## config.mk

```make
export PLATFORM = sky130hd
export DESIGN_NAME = psum_accum_xnor
export DESIGN_NICKNAME = d
export VERILOG_FILES = /design/src/rtl/psum_accum_xnor_pkg.sv /design/src/rtl/psum_accum_xnor_shift_add.sv /design/src/rtl/psum_accum_xnor.sv
export SDC_FILE = /design/constraint.sdc
export NUM_CORES = 1
export LEC_CHECK = 0
export BUFFER_PORTS_ARGS = -buffer_cell sky130_fd_sc_hd__buf_2
export CAP_MARGIN = 20
export CORE_AREA = 2 2 143 103
export CTS_BUF_LIST = sky130_fd_sc_hd__clkbuf_4
export CTS_CLUSTER_SIZE = 25
export DETAILED_ROUTE_END_ITERATION = 12
export DIE_AREA = 0 0 145 105
export GPL_TIMING_DRIVEN = 0
export SLEW_MARGIN = 10
export SYNTH_ARGS = -nofsm -noshare
export SYNTH_HDL_FRONTEND = slang
export SYNTH_SLANG_ARGS = --single-unit
export TNS_END_PERCENT = 20
```

## constraint.sdc

```tcl
create_clock -name CLK -period 2.75 [get_ports CLK]
set_input_delay 0.275 -clock CLK [delete_from_list [all_inputs] [get_ports CLK]]
set_output_delay 0.275 -clock CLK [all_outputs]
set_load 0.005 [all_outputs]
```

## src/rtl/psum_accum_xnor_pkg.sv

```systemverilog
// Shared widths and FSM encoding for the PSUM accumulator slice.
// Optional feature macro: PSUM_ACC_SAT_EN (saturating accumulation).
package psum_accum_xnor_pkg;

  localparam int unsigned BITS_SIP_DOT_ADDER = 16;
  localparam int unsigned BITS_PSUM_ACC      = 24;
  localparam int unsigned BITS_PSUM_LEN      = 8;
  localparam int unsigned BITS_PSUM_SHIFT    = 3;

  typedef enum logic [1:0] {
    ST_IDLE  = 2'b00,
    ST_ACCUM = 2'b01,
    ST_HOLD  = 2'b10
  } psum_state_e;

endpackage

```

## src/rtl/psum_accum_xnor_shift_add.sv

```systemverilog
// Combinational sign-extend, significance shift and add of one PSUM into an accumulator.
// With PSUM_ACC_SAT_EN the sum clamps to the signed accumulator range and flags the clamp.
module psum_accum_xnor_shift_add #(
  parameter int unsigned BITS_PSUM  = 16,
  parameter int unsigned BITS_ACC   = 24,
  parameter int unsigned BITS_SHIFT = 3
) (
  input  logic signed [BITS_ACC-1:0]   acc_i,
  input  logic signed [BITS_PSUM-1:0]  psum_i,
  input  logic        [BITS_SHIFT-1:0] shift_i,
`ifdef PSUM_ACC_SAT_EN
  output logic                         sat_c,
`endif
  output logic signed [BITS_ACC-1:0]   sum_c
);

`ifdef PSUM_ACC_SAT_EN
  // Exact sum in a width that cannot overflow, so the clamp sees the true value.
  localparam int unsigned BITS_WIDE = BITS_ACC + (1 << BITS_SHIFT);

  logic signed [BITS_WIDE-1:0] psum_w;
  logic signed [BITS_WIDE-1:0] sum_w;
  logic                        ovf;

  assign psum_w = BITS_WIDE'(psum_i);
  assign sum_w  = BITS_WIDE'(acc_i) + (psum_w <<< shift_i);
  assign ovf    = !((&sum_w[BITS_WIDE-1:BITS_ACC-1]) || !(|sum_w[BITS_WIDE-1:BITS_ACC-1]));
  assign sat_c  = ovf;

  always_comb begin
    sum_c = sum_w[BITS_ACC-1:0];
    if (ovf) begin
      sum_c = sum_w[BITS_WIDE-1] ? {1'b1, {(BITS_ACC-1){1'b0}}}
                                 : {1'b0, {(BITS_ACC-1){1'b1}}};
    end
  end
`else
  logic signed [BITS_ACC-1:0] psum_x;

  assign psum_x = BITS_ACC'(psum_i);
  assign sum_c  = acc_i + (psum_x <<< shift_i);
`endif

endmodule

```

## src/rtl/psum_accum_xnor.sv

```systemverilog
// Accumulates a programmed number of shifted PE partial sums and offers the result on valid/ready.
// Optional feature macro: PSUM_ACC_SAT_EN (clamp instead of wrap, sticky o_sat).
module psum_accum_xnor
  import psum_accum_xnor_pkg::*;
#(
  parameter int unsigned BITS_PSUM  = BITS_SIP_DOT_ADDER,
  parameter int unsigned BITS_ACC   = BITS_PSUM_ACC,
  parameter int unsigned BITS_LEN   = BITS_PSUM_LEN,
  parameter int unsigned BITS_SHIFT = BITS_PSUM_SHIFT
) (
  input  logic                         CLK,
  input  logic                         RSTn,
  input  logic                         i_start,
  input  logic        [BITS_LEN-1:0]   i_len,
  input  logic                         i_psum_valid,
  input  logic signed [BITS_PSUM-1:0]  i_psum,
  input  logic        [BITS_SHIFT-1:0] i_shift,
  output logic                         o_acc_valid,
  input  logic                         i_acc_ready,
  output logic signed [BITS_ACC-1:0]   o_acc,
  output logic                         o_busy,
  output logic                         o_err,
  output logic                         o_sat
);

  psum_state_e                state_q;
  logic signed [BITS_ACC-1:0] acc_q;
  logic signed [BITS_ACC-1:0] acc_d;
  logic        [BITS_LEN-1:0] cnt_q;
  logic        [BITS_LEN-1:0] len_q;
  logic                       start_ok;
  logic                       accept_start;
  logic                       last_psum;
`ifdef PSUM_ACC_SAT_EN
  logic                       sat_c;
`endif

  // A start is taken in IDLE, as a restart in ACCUM, or together with a result handoff in HOLD.
  assign start_ok     = i_start && (i_len != '0);
  assign accept_start = start_ok && ((state_q != ST_HOLD) || i_acc_ready);
  assign last_psum    = (cnt_q == (len_q - BITS_LEN'(1)));
  assign o_busy       = (state_q != ST_IDLE);

  psum_accum_xnor_shift_add #(
    .BITS_PSUM  (BITS_PSUM),
    .BITS_ACC   (BITS_ACC),
    .BITS_SHIFT (BITS_SHIFT)
  ) u_shift_add (
    .acc_i   (acc_q),
    .psum_i  (i_psum),
    .shift_i (i_shift),
`ifdef PSUM_ACC_SAT_EN
    .sat_c   (sat_c),
`endif
    .sum_c   (acc_d)
  );

  always_ff @(posedge CLK or negedge RSTn) begin
    if (!RSTn) begin
      state_q     <= ST_IDLE;
      acc_q       <= '0;
      cnt_q       <= '0;
      len_q       <= '0;
      o_acc       <= '0;
      o_acc_valid <= 1'b0;
      o_err       <= 1'b0;
    end else begin
      case (state_q)
        ST_IDLE: begin
          if (i_psum_valid) o_err <= 1'b1;
        end
        ST_ACCUM: begin
          // A PSUM coinciding with a restart is dropped without raising o_err.
          if (i_psum_valid && !start_ok) begin
            acc_q <= acc_d;
            cnt_q <= cnt_q + BITS_LEN'(1);
            if (last_psum) begin
              o_acc       <= acc_d;
              o_acc_valid <= 1'b1;
              state_q     <= ST_HOLD;
            end
          end
        end
        ST_HOLD: begin
          if (i_psum_valid) o_err <= 1'b1;
          if (i_acc_ready) begin
            o_acc_valid <= 1'b0;
            state_q     <= ST_IDLE;
          end
        end
        default: state_q <= ST_IDLE;
      endcase
      // Placed last so an accepted start overrides the state and error updates above.
      if (accept_start) begin
        state_q <= ST_ACCUM;
        len_q   <= i_len;
        acc_q   <= '0;
        cnt_q   <= '0;
        o_err   <= 1'b0;
      end
    end
  end

`ifdef PSUM_ACC_SAT_EN
  always_ff @(posedge CLK or negedge RSTn) begin
    if (!RSTn) begin
      o_sat <= 1'b0;
    end else if (accept_start) begin
      o_sat <= 1'b0;
    end else if ((state_q == ST_ACCUM) && i_psum_valid && sat_c) begin
      o_sat <= 1'b1;
    end
  end
`else
  assign o_sat = 1'b0;
`endif

endmodule

```

==> results.yml <==
worst_setup_path:
  worstPathRequired_ns: 3.08
  crit_path_start: "i_shift[1]"
  cp_slowest_stage_delay_ns: 0.38
  crit_fanout: 7
  cp_cell_sequence: "clkbuf_16, buf_12, mux2_4, o211ai_1, o21ai_1, ha_2, and4_1, a221oi_4, buf_4, inv_2, o211a_1, or3_4, and3_4, a211o_1"
  timing.rr.start: "len_q[1]"
  worstPathArrival_ns: 3.18
  end_kind: "flop"
  endpoint: "o_acc[23]"
  worstRegToRegCells: 9
  rrSetupSlack_ns: -0.07
  reg2reg_to: "o_acc[23]"
  slowest_stage: "or3_4"
  cp-start-kind: "input port"
  setup.worst_path.class: "input port to flop"
logic_synthesis:
  ys_top_cells_by_area: "dfrtp_1, nand2_1, o21ai_0"
  syn-cell-area_mm2: 0.00465
  synthTopCellsByCount: "nand2_1, o21ai_0, dfrtp_1"
  synth.ff_latch_count: 68
  avgSynthCellArea_um2: 8.54
  ys_seq_area_frac: 0.366
  synth_ff_type: "dfrtp_1"
  synth_most_common_cell: "nand2_1"
  synth.distinct_cells: 62
  yosysTopAreaCell: "dfrtp_1"
  synth_fp_nets: 603
  async_flop_share: 1.00
  synth-edff-count: 0
  ys_warn_count: 0
  synth_top_area_frac: 0.366
  syn_inst: 545
detailed_routing:
  routed.top_layer: "met4"
  drt_wl_total_um: 13300
  vias: 4301
  drtIter0Drc: 254
  firstDrtPassIters: 5
  met2_length_um: 5910
  drc: 0
  wire_per_inst_um: 16.1
  drtAntennaViolNets: 0
  wl_met1_um: 6770
  routed_via_density: 5.20
  wl_met3_um: 483
timing:
  finalMaxSlewViolations: 0
  fin_ws_ns: -0.0914
  fin_crit_sh: 1.03
  hold_violations: 0
  worst_hold_slack_ns: 0.0391
  relSlewSlack: 0.492
  finClkSkew_ns: 0.0212
  rsz0062_at_grt: "yes"
  setup_viol: 13
  min_period_ns: 2.84
  max_freq_ghz: 0.352
  tightest_slew_ns: 0.758
final_layout:
  area_delta_synth_final_pct: 27.4
  antennaDiodeCount: 0
  fin_cells: 827
  drive_gt1_frac: 0.283
  stdcell_area_mm2: 0.00593
  fin_nets: 690
die:
  core_mm2: 0.0137
  start_util: 0.339
  die_w_um: 145
  die_area_mm2: 0.0152
  die_h_um: 105
  fp-row-count: 36
  num_io_pins: 60
grt:
  grt_pass1_vias: 4167
  grt_use_total: 0.175
  grt_max_degree: 52
  grt.overflow.total: 0
  antenna_found_initial: 0
  grt_pass1_wl_um: 21200
cts:
  htree_num_levels: 3
  insertion_delay_ns: 0.45
  cts_inserted_buffers: 9
  cts-root-buf: "clkbuf_4"
  cts_max_path_buffers: 2
  clkTransAtPathRegs_ns: 0.11
  cts_tree: "yes"
  clock-sinks: 68
power:
  pwr-share-clk: 0.179
  switching_share: 0.410
  finalPower_mw: 3.87
  pwr-share-comb: 0.483
  power_density_mw_per_mm2: 653
  irDropWorstVdd_uv: 253
  switching_power_mw: 1.59
  internal_power_mw: 2.28
  leakagePower_nw: 2.80
  share_seq_of_total_power: 0.338
job:
  drv_cap: 0
placement:
  place_hpwl_um: 9820
  place_inst: 792
  io_buffers: 56
  gp_congestion: 0.893
  place_area_mm2: 0.00528
outcome:
  status: "finished, violations left"
  violations: "negative setup slack"
min_path:
  hold_path_class: "input port to flop"
logic make-up (layout without fill, tap and decap cells):
logic type,after synthesis,after routing,share of synthesized area
adders and majority gates,26,26,0.0715
xor gates and xnor gates,34,34,0.0640
and+or+nand+nor,183,183,0.183
AOI/OAI and AO/OA,166,166,0.219
muxes,25,25,0.0600
other,1,1,0.000806
DFF,68,68,0.366
buffers and inverters,42,134,0.0366
metrics by stage:
stage	setup WS [ns]	TNS, ns	util
final	-0.0914	-0.451	0.432
after detailed placement	-0.895	-20.23	0.385
after global placement	-0.871	-19.50	0.382
after CTS	-0.0851	-0.279	0.410
after floorplan	-0.371	-2.64	-
after global routing	-0.165	-2.89	0.432
repair_timing:
| item | in CTS | in global routing |
|---|---|---|
| endpoints found under the setup margin | 36 | 34 |
| gates resized for setup | 35 | 67 |
| hold buffers | 1 | 0 |
| endpoints found under the hold margin | 25 | 0 |
| setup buffers | 10 | 12 |
| gates cloned | 1 | 2 |
| pin swaps | 10 | 18 |
worst min-delay path by stage:
| stage | from | to | slack, ns | depth (start not counted) |
|---|---|---|---|---|
| global route | i_acc_ready | o_acc_valid | 0.03 | 2 |
| finish | i_len[4] | len_q[4] | 0.04 | 3 |
| detailed placement | RSTn | len_q[2] | 0.17 | 1 |
| CTS | i_len[2] | len_q[2] | 0.02 | 3 |
| global placement | o_acc[12] | o_acc[12] | 0.46 | 2 |
| floorplan | RSTn | acc_q[0] | -0.02 | 0 |
cell usage in the layout, fill, tap and decap left out, drive strengths merged, types with 14 or more instances in the layout:
cell	n
nand2	102
buf	89
o21ai	72
dfrtp	68
a21oi	34
clkbuf	27
ha	25
nor2	20
xnor2	19
xor2	15
a21o	14
final cells by class:
| type | instances | area (µm²) |
|---|---|---|
| inverters | 11 | 45.0 |
| well taps | 190 | 238 |
| clock inverters | 5 | 52.6 |
| repair buffers | 83 | 567 |
| clock buffers | 11 | 82.6 |
| fillers | 1352 | 7810 |
| multi-input cells | 435 | 3060 |
| plain buffers | 24 | 185 |
| flip-flops and latches | 68 | 1700 |
per-layer routing:
| metal | vias up | GRT usage |
|---|---|---|
| met5 | - | 0 |
| met4 | 0 | 0.0424 |
| met3 | 12 | 0.0354 |
| met2 | 76 | 0.274 |
| met1 | 2077 | 0.247 |
| li1 | 2136 | - |
power by group through the flow:
stage | logic [mW] | clock network, mW | registers (mW)
2_1_floorplan | 1.15 | 0 | 1.29
3_3_place_gp | 1.57 | 0 | 1.32
3_5_place_dp | 1.60 | 0 | 1.32
4_1_cts | 1.72 | 0.707 | 1.30
5_1_grt | 2.06 | 0.749 | 1.33
6_report | 1.87 | 0.692 | 1.31
state kept, by name, summed over array words and instances, names as in the netlist:
register / flops
o_err: 1
o_acc: 24
acc_q: 24
state_q: 2
cnt_q: 8
o_acc_valid: 1
len_q: 8
critical path: cells and delay by family:
| family | cells | cell delay (ns) |
|---|---|---|
| compound gates | 5 | 0.99 |
| simple gates | 3 | 0.79 |
| buf+inv | 4 | 0.47 |
| mux | 1 | 0.32 |
| fa+ha+maj | 1 | 0.32 |
Power figures use the tool's default switching activity.
